`config.mk`:
```
export PLATFORM = sky130hd
export DESIGN_NAME = wb_arbiter
export DESIGN_NICKNAME = d
export VERILOG_FILES = /design/src/rtl/wb_pkg.sv /design/src/rtl/wb_fifo.sv /design/src/rtl/wb_arbiter.sv
export SDC_FILE = /design/constraint.sdc
export NUM_CORES = 1
export LEC_CHECK = 0
export ABC_AREA = 1
export BUFFER_PORTS_ARGS = -buffer_cell sky130_fd_sc_hd__buf_2
export CELL_PAD_IN_SITES_DETAIL_PLACEMENT = 0
export CELL_PAD_IN_SITES_GLOBAL_PLACEMENT = 1
export CORE_ASPECT_RATIO = 1.1
export CORE_MARGIN = 2
export CORE_UTILIZATION = 44
export CTS_BUF_LIST = sky130_fd_sc_hd__clkbuf_2 sky130_fd_sc_hd__clkbuf_4 sky130_fd_sc_hd__clkbuf_8
export CTS_CLUSTER_SIZE = 28
export DETAILED_ROUTE_END_ITERATION = 8
export PLACE_DENSITY_LB_ADDON = 0.1
export REMOVE_ABC_BUFFERS = 1
export SYNTH_ARGS = -nofsm -noshare
export SYNTH_HDL_FRONTEND = slang
export SYNTH_SLANG_ARGS = --single-unit
```
`constraint.sdc`:
```
create_clock -name clk -period 3.4 [get_ports clk]
set_input_delay 0.17 -clock clk [delete_from_list [all_inputs] [get_ports clk]]
set_output_delay 0.17 -clock clk [all_outputs]
set_load 0.03 [all_outputs]
```
`src/rtl/wb_pkg.sv`:
```
// Shared constants and the queued write-entry type for the writeback stage.
package wb_pkg;

   localparam int DATA_W = 32;
   localparam int ADDR_W = 3;
   localparam int NREGS  = 1 << ADDR_W;

   // Source encoding matches the register file's w_select input.
   localparam logic SRC_ALU = 1'b0;
   localparam logic SRC_ID  = 1'b1;

   typedef struct packed {
      logic              src;
      logic [ADDR_W-1:0] addr;
      logic [DATA_W-1:0] data;
   } wb_entry_t;

endpackage

```
`src/rtl/wb_fifo.sv`:
```
// Single-push / single-pop synchronous FIFO of writeback entries.
// The head entry is read combinationally from registered storage so the
// register file sees it in the same cycle it is popped.
module wb_fifo
   import wb_pkg::*;
#(
   parameter int DEPTH = 4,
   parameter int CNT_W = $clog2(DEPTH + 1)
) (
   input  logic             clk,
   input  logic             rst,
   input  logic             push,
   input  wb_entry_t        push_entry,
   input  logic             pop,
   output wb_entry_t        head,
   output logic [CNT_W-1:0] count,
   output logic             full,
   output logic             empty
);

   localparam int PTR_W = $clog2(DEPTH);

   wb_entry_t        mem [DEPTH];
   logic [PTR_W-1:0] wr_ptr_reg;
   logic [PTR_W-1:0] rd_ptr_reg;
   logic [CNT_W-1:0] count_reg;

   // Entry storage; contents are don't-care until written, so no reset.
   always_ff @(posedge clk) begin
      if (push) begin
         mem[wr_ptr_reg] <= push_entry;
      end
   end

   // Pointers wrap naturally because DEPTH is a power of two.
   always_ff @(posedge clk) begin
      if (rst) begin
         wr_ptr_reg <= '0;
         rd_ptr_reg <= '0;
         count_reg  <= '0;
      end else begin
         if (push) begin
            wr_ptr_reg <= wr_ptr_reg + PTR_W'(1);
         end
         if (pop) begin
            rd_ptr_reg <= rd_ptr_reg + PTR_W'(1);
         end
         case ({push, pop})
            2'b10:   count_reg <= count_reg + CNT_W'(1);
            2'b01:   count_reg <= count_reg - CNT_W'(1);
            default: count_reg <= count_reg;
         endcase
      end
   end

   assign head  = mem[rd_ptr_reg];
   assign count = count_reg;
   assign full  = (count_reg == CNT_W'(DEPTH));
   assign empty = (count_reg == '0);

endmodule

```
`src/rtl/wb_arbiter.sv`:
```
// Writeback arbiter: round-robin merge of the ALU and ID write requests into
// an in-order FIFO that drains one entry per cycle into the register file,
// plus a per-register pending-write scoreboard for RAW hazard detection.
module wb_arbiter
   import wb_pkg::*;
#(
   parameter int DEPTH = 4,
   parameter int CNT_W = $clog2(DEPTH + 1)
) (
   input  logic              clk,
   input  logic              rst,
   input  logic              alu_valid,
   output logic              alu_ready,
   input  logic [ADDR_W-1:0] alu_addr,
   input  logic [DATA_W-1:0] alu_data,
   input  logic              id_valid,
   output logic              id_ready,
   input  logic [ADDR_W-1:0] id_addr,
   input  logic [DATA_W-1:0] id_data,
   input  logic              wb_hold,
   output logic              w_enable,
   output logic [ADDR_W-1:0] w_addr,
   output logic              w_select,
   output logic [DATA_W-1:0] w_alu,
   output logic [DATA_W-1:0] w_id,
   output logic [NREGS-1:0]  busy,
   input  logic [ADDR_W-1:0] q_addr_0,
   input  logic [ADDR_W-1:0] q_addr_1,
   output logic              q_busy_0,
   output logic              q_busy_1,
   output logic [CNT_W-1:0]  count,
   output logic              empty,
   output logic              full
);

   logic      rr_reg;        // source that wins the next conflict
   logic      fifo_full;
   logic      fifo_empty;
   logic      push;
   logic      pop;
   logic      conflict;
   wb_entry_t push_entry;
   wb_entry_t head;

   // Grant: no acceptance while full or in reset; rr decides only on conflict.
   always_comb begin
      alu_ready = 1'b0;
      id_ready  = 1'b0;
      if (!rst && !fifo_full) begin
         if (alu_valid && id_valid) begin
            alu_ready = (rr_reg == SRC_ALU);
            id_ready  = (rr_reg == SRC_ID);
         end else begin
            alu_ready = alu_valid;
            id_ready  = id_valid;
         end
      end
   end

   assign push     = alu_ready || id_ready;
   assign conflict = alu_valid && id_valid && push;

   // Build the entry for whichever source was granted.
   always_comb begin
      push_entry.src  = SRC_ALU;
      push_entry.addr = alu_addr;
      push_entry.data = alu_data;
      if (id_ready) begin
         push_entry.src  = SRC_ID;
         push_entry.addr = id_addr;
         push_entry.data = id_data;
      end
   end

   // Round-robin pointer flips only after a conflicted grant.
   always_ff @(posedge clk) begin
      if (rst) begin
         rr_reg <= SRC_ALU;
      end else if (conflict) begin
         rr_reg <= ~rr_reg;
      end
   end

   wb_fifo #(
      .DEPTH(DEPTH),
      .CNT_W(CNT_W)
   ) u_fifo (
      .clk       (clk),
      .rst       (rst),
      .push      (push),
      .push_entry(push_entry),
      .pop       (pop),
      .head      (head),
      .count     (count),
      .full      (fifo_full),
      .empty     (fifo_empty)
   );

   // The pop coincides with the register-file write; suppressed during reset.
   assign pop      = !rst && !fifo_empty && !wb_hold;
   assign w_enable = pop;
   assign w_addr   = fifo_empty ? '0 : head.addr;
   assign w_select = !fifo_empty && (head.src == SRC_ID);
   assign w_alu    = (!fifo_empty && head.src == SRC_ALU) ? head.data : '0;
   assign w_id     = (!fifo_empty && head.src == SRC_ID)  ? head.data : '0;
   assign empty    = fifo_empty;
   assign full     = fifo_full;

   // One pending-write counter per register.
   for (genvar gi = 0; gi < NREGS; gi++) begin : g_pend
      logic [CNT_W-1:0] pend_reg;
      logic             inc;
      logic             dec;

      assign inc = push && (push_entry.addr == ADDR_W'(gi));
      assign dec = pop && (head.addr == ADDR_W'(gi));

      // Same-cycle enqueue and dequeue to this register cancel out.
      always_ff @(posedge clk) begin
         if (rst) begin
            pend_reg <= '0;
         end else begin
            case ({inc, dec})
               2'b10:   pend_reg <= pend_reg + CNT_W'(1);
               2'b01:   pend_reg <= pend_reg - CNT_W'(1);
               default: pend_reg <= pend_reg;
            endcase
         end
      end

      assign busy[gi] = (pend_reg != '0);
   end

   assign q_busy_0 = busy[q_addr_0];
   assign q_busy_1 = busy[q_addr_1];

endmodule

```
* Yosys cells after proc, flatten, opt, wreduce, memory -nomap -nowiden
Memory sizes are Yosys's and may differ from the RTL's. A register that Yosys moved wholly into a read port is not among the register bits.
Cells that the tools add are included.
** Word-level totals
- Output and inout bits :: 86
- Register bits :: 32
- Memories :: 1
- Bits in writable memories :: 144
- Bits of input ports :: 81
** Memories
- u_fifo.mem :: words 4, bits a word 36, rd ports 1, clocked after memory_dff 1, write ports 1, RTL line wb_fifo.sv:23 : wb_entry_t mem [DEPTH];
** Operators by class
- Reduce and logical (&&, ||, !) cells :: 48
- Equal/unequal tests :: 33
- $lt $le $gt $ge :: 2
- Add/sub/neg operators :: 20
- Bitwise operators :: 2
- Multiplexer cells :: 25
** Operator list (number)
- 2-to-1 mux 32 bit :: 2
- one-hot mux 3 bit (2 select lines) :: 9
- 2-to-1 mux 36 bit :: 1
- adder 3 x 1 -> 3 bit (second input constant) :: 9
- == test 3 bit (second input constant) :: 9
- subtractor 3 x 1 -> 3 bit (second input constant) :: 9
- nonzero test 3 bit :: 8
- logical AND 1 bit :: 23
- == test 2 x 1 -> 1 bit (second input constant) :: 9
- == test 2 bit (second input constant) :: 9
- nonzero test 2 bit :: 9
- == test 3 x 2 -> 1 bit (second input constant) :: 4
- zero test 3 bit :: 3
- < comparator 3 x 4 -> 1 bit (second input constant) :: 2
- 2-to-1 mux 1 bit :: 8
- binary-select mux 1 bit (select 3 bit) :: 2
- == test 3 x 1 -> 1 bit (second input constant) :: 2
- adder 2 x 1 -> 2 bit (second input constant) :: 2
- zero test 1 bit :: 4
- 2-to-1 mux 2 bit :: 2
- 2-to-1 mux 3 bit :: 1
- inverter 1 bit :: 2
- logical OR 1 bit :: 1

* Depth between registers and ports, before layout
- Word-level depth :: 9
- Mapped depth :: 16

* Cells and area by module
From an unflattened synthesis, not the netlist that was laid out.
** Unflattened totals
- Cells, all modules :: 906
- Area, all modules :: 8515.7 sq um
** Modules (own cells, without submodules)
- wb_fifo :: times used 1, cells each 406, area each 5811.8 sq um
- wb_arbiter :: times used 1, cells each 500, area each 2703.8 sq um

* Least setup slack after synthesis
Ideal clock, no wire load.
- Path kind :: register to register
- Start :: register u_fifo.count_reg[1] (netlist: u_fifo.count[1])
- End :: memory u_fifo.mem[0][0] in the netlist's numbering (enable)
- Buffers on the path :: 0
- Stages on the path, launching flop included :: 5
- Path slack :: 413 ps
- Data arrival time :: 2558 ps
- Clock period less this slack :: 2987 ps
- Required time :: 2971 ps
- Path through :: dfxtp_1 -> nor2_2 -> a21oi_2 -> o31ai_4 -> nor2_1
** On the way
- Word-level cells in the longest chain between the ends :: 7
- Elaborated cells between the ends (all ways) :: 8
- Classes of those cells :: eq/ne (1); mux (4); reduce/logical (3)
** Ends and longest elaborated chain
- from (decl) :: RTL line wb_fifo.sv:26 : logic [CNT_W-1:0] count_reg;
- from (signal assigned) :: RTL line wb_fifo.sv:49 : 2'b10: count_reg <= count_reg + CNT_W'(1);
- from (signal assigned) :: RTL line wb_fifo.sv:50 : 2'b01: count_reg <= count_reg - CNT_W'(1);
- from (signal assigned) :: RTL line wb_fifo.sv:51 : default: count_reg <= count_reg;
- == test 3 bit * :: RTL line wb_fifo.sv:58 : assign full = (count_reg == CNT_W'(DEPTH));
- zero test 1 bit * :: RTL line wb_arbiter.sv:49 : if (!rst && !fifo_full) begin
- logical AND 1 bit * :: RTL line wb_arbiter.sv:49
- 2-to-1 mux 1 bit :: RTL line wb_arbiter.sv:49
- logical OR 1 bit * :: RTL line wb_arbiter.sv:60 : assign push = alu_ready || id_ready;
- 2-to-1 mux 1 bit * :: RTL line wb_fifo.sv:30 : if (push) begin
- 2-to-1 mux 1 bit (implied by the code) * :: RTL line wb_fifo.sv:31 : mem[wr_ptr_reg] <= push_entry;
- to (decl) :: RTL line wb_fifo.sv:23
Every way passes the cells marked *; elsewhere a longest branch is shown, timed or not.

==> flow_summary.ini <==
[sta]
finalCritPeriodShare_pct = 82.8
rsz0062_at_grt = no
holdWs_ns = 0.0365
slew_headroom_pct = 50.8
maxSlewViolCount = 0
skew_ns = 0.0163
finalSetupViolations = 0
worst_slew_pin_slew_ns = 0.737
period_needed_ns = 2.81
max_freq_ghz = 0.355
hold_viol_final = 0

[die]
initial_core_util_pct = 44.5
rows = 53
dieWidth_um = 136
die-height_um = 149
core_um2 = 18900
die_area_um2 = 20200
pin_count = 167

[global_routing]
grt_pass1_vias = 5801
grt_antenna_before_repair = 0
grt_max_degree = 47
grt_usage_pct = 19.2
grt_pass1_wl_mm = 29.5
grt_overflow = 0

[clock_network]
cts_max_level = 4
cts_tree = done
post_cts_buffers = 0
cts.clk_slew.worst_paths_ns = 0.10
postCtsHoldBufs = 0
cts_made_buffers = 17
cts_root_buf = clkbuf_8
clk_path_buf_depth = 2
worstSkewPairLatency_ns = 0.47
cts.sinks = 178
cts_resized = 0

[yosys]
synth_top_area_share_pct = 51.5
yosys.area_share.simple_pct = 19.0
synthFlopType = edfxtp_1
yosysSeqAreaShare_pct = 59.6
yosysMostFrequentCell = nand2_1
yosys_register_bits = 178
synthMuxAreaShare_pct = 0
synth_top_family_by_area = simple AND/OR/NAND/NOR gates
synth_adder_area_share_pct = 4.08
synth_area_per_cell_um2 = 9.76
syn_inst = 861
synthArstFlopShare_pct = 0
netlist_area_um2 = 8400
ys_top_cells_by_area = edfxtp_1 (51%), dfxtp_1 (8.1%), nand2_1 (7.9%)
synth_xor_area_share_pct = 0.521
yosys-top-cells-count = nand2_1 (176), nor2_1 (168), edfxtp_1 (144)
yosysUniqueCellTypes = 30
yosysTopAreaCell = edfxtp_1
synth_edf_count = 144
synth_compound_area_share_pct = 11.3
ys.warnings.count = 0

[pwr]
p_sw_share_pct = 32.8
pwr-share-seq_pct = 50.5
switchingPower_mw = 1.64
leakagePower_nw = 4.25
ir_worst_vdd_uv = 231
power_density_nw_per_um2 = 507
intPower_mw = 3.36
pwr-share-comb_pct = 21.9
p_clk_share_pct = 27.5

[detailed_routing]
drc_errors = 0
ant_nets = 0
dr_total_vias = 6333
via_per_inst = 4.94
drt_iter0_markers = 414
wirelength_mm = 19.0
dr.pass1.iters = 4
wl_per_cell_um = 14.9

[placement]
place_inst = 1249
placed_area_um2 = 9490
dp.final_hpwl_mm = 12.9
io_buffers = 166
place_congestion = 0.781

[setup_path]
worstPathCellList = inv_2 > buf_4 > nand2_1 > nand3_1 > nand2_1 > nand2_2 > nor2_1 > buf_2
crit_buf_inv = 3
required_ns = 3.23
path_common_cell = nand2_1
r2r_start = u_fifo.count[1]$_SDFFE_PP0P_
crit_arrival_ns = 2.64
critPathSlowestCell = nand2_2
cp_top_family = buffers and inverters
slowest_delay_ns = 0.53
rrSetupSlack_ns = 0.86
start_kind = flip-flop
r2r_end = g_pend[1].pend_reg[2]$_SDFFE_PP0P_
rr_worst_depth = 11
critPathCaptureType = output port
critPathMaxFanout = 32
critPathKind = flip-flop to output port

[final_layout]
fill_cells = 1809
layout.nets = 1124
largest_reg_flops = 144
design_area_um2 = 9860
drive_gt1_share_pct = 23.1
area_delta_synth_final_pct = 17.4
multi_input_comb_area_um2 = 2960
area.sequential_um2 = 5010
num_antenna_cells = 0
layout.cells.non_filler = 1281

[status]
outcome = complete, no violations

[min_path]
min-delay-start = id_data[29]
whs_endpoint = u_fifo.mem[0][29]$_DFFE_PP_
hold_depth = 3
hold_path_class = primary input to flip-flop

[job]
drv_cap = 0
## area by class of cell
type | count | area share, %
clock buffer | 18 | 2.45
timing repair buffer | 181 | 9.82
multi-input combinational | 580 | 30.1
inverter | 63 | 2.41
clock inverter | 14 | 1.38
sequential | 178 | 50.8
tap | 247 | 3.13
## how the worst max path moves through the flow
stage,from,to,slack [ns],cells past startpoint
after floorplan,flip-flop,g_pend[5].pend_reg[2]$_SDFFE_PP0P_,-0.24,13
after global placement,rst,g_pend[3].pend_reg[2]$_SDFFE_PP0P_,0.82,13
after detailed placement,rst,g_pend[1].pend_reg[2]$_SDFFE_PP0P_,0.79,13
after CTS,flip-flop,w_alu[18],0.54,8
after global routing,flip-flop,w_alu[16],0.33,8
final,flip-flop,w_alu[22],0.59,8
## metrics by stage
stage | utilization (%) | setup TNS, ns | setup slack (ns) | power (mW)
after floorplan | - | -2.31 | -0.245 | 3.30
after global placement | 50.2 | 0 | 0.823 | 3.68
after detailed placement | 50.2 | 0 | 0.786 | 3.69
after CTS | 52.2 | 0 | 0.540 | 5.04
after global routing | 52.2 | 0 | 0.326 | 5.24
final | 52.2 | 0 | 0.585 | 5.00
## layer usage
| metal | vias to the layer above | share of wire, % | GRT usage (%) |
|---|---|---|---|
| met3 | 16 | 4.4 | 3.57 |
| met2 | 140 | 50 | 33.6 |
| met1 | 2951 | 45 | 24.5 |
| met4 | 0 | 1.2 | 5.00 |
| met5 | - | 0 | 0 |
| li1 | 3226 | - | - |
## worst min-delay path: cells and delay by family
family                 cells  cell delay, ns
and+or+nand+nor            2            0.14
buffers and inverters      1            0.07
## power groups by stage
stage / Sequential (mW) / Combinational (mW) / Clock, mW
floorplan: 2.59 / 0.711 / 0
global placement: 2.57 / 1.10 / 0
detailed placement: 2.58 / 1.11 / 0
CTS: 2.53 / 1.11 / 1.40
global route: 2.54 / 1.21 / 1.49
finish: 2.53 / 1.10 / 1.38
## kinds of logic after synthesis
family / Yosys count
simple gates: 395
xor+xnor: 5
fa+ha+maj: 22
compound gates: 158
flops: 178
buf+inv: 103
## placed cells by master (no fill, tap or decap), types with 9 or more instances in the layout
cell | Yosys | routed
dfxtp_1 | 34 | 33
buf_4 | 1 | 13
buf_2 | 21 | 166
inv_1 | 58 | 58
o21ai_0 | 91 | 91
edfxtp_1 | 144 | 144
fa_1 | 9 | 9
nand3_1 | 23 | 23
nand2_1 | 176 | 176
nand4_1 | 9 | 9
clkbuf_8 | 0 | 17
o22a_1 | 32 | 32
nor2_1 | 168 | 164
a21oi_1 | 30 | 30
ha_1 | 13 | 13
Power figures use the tool's default switching activity.
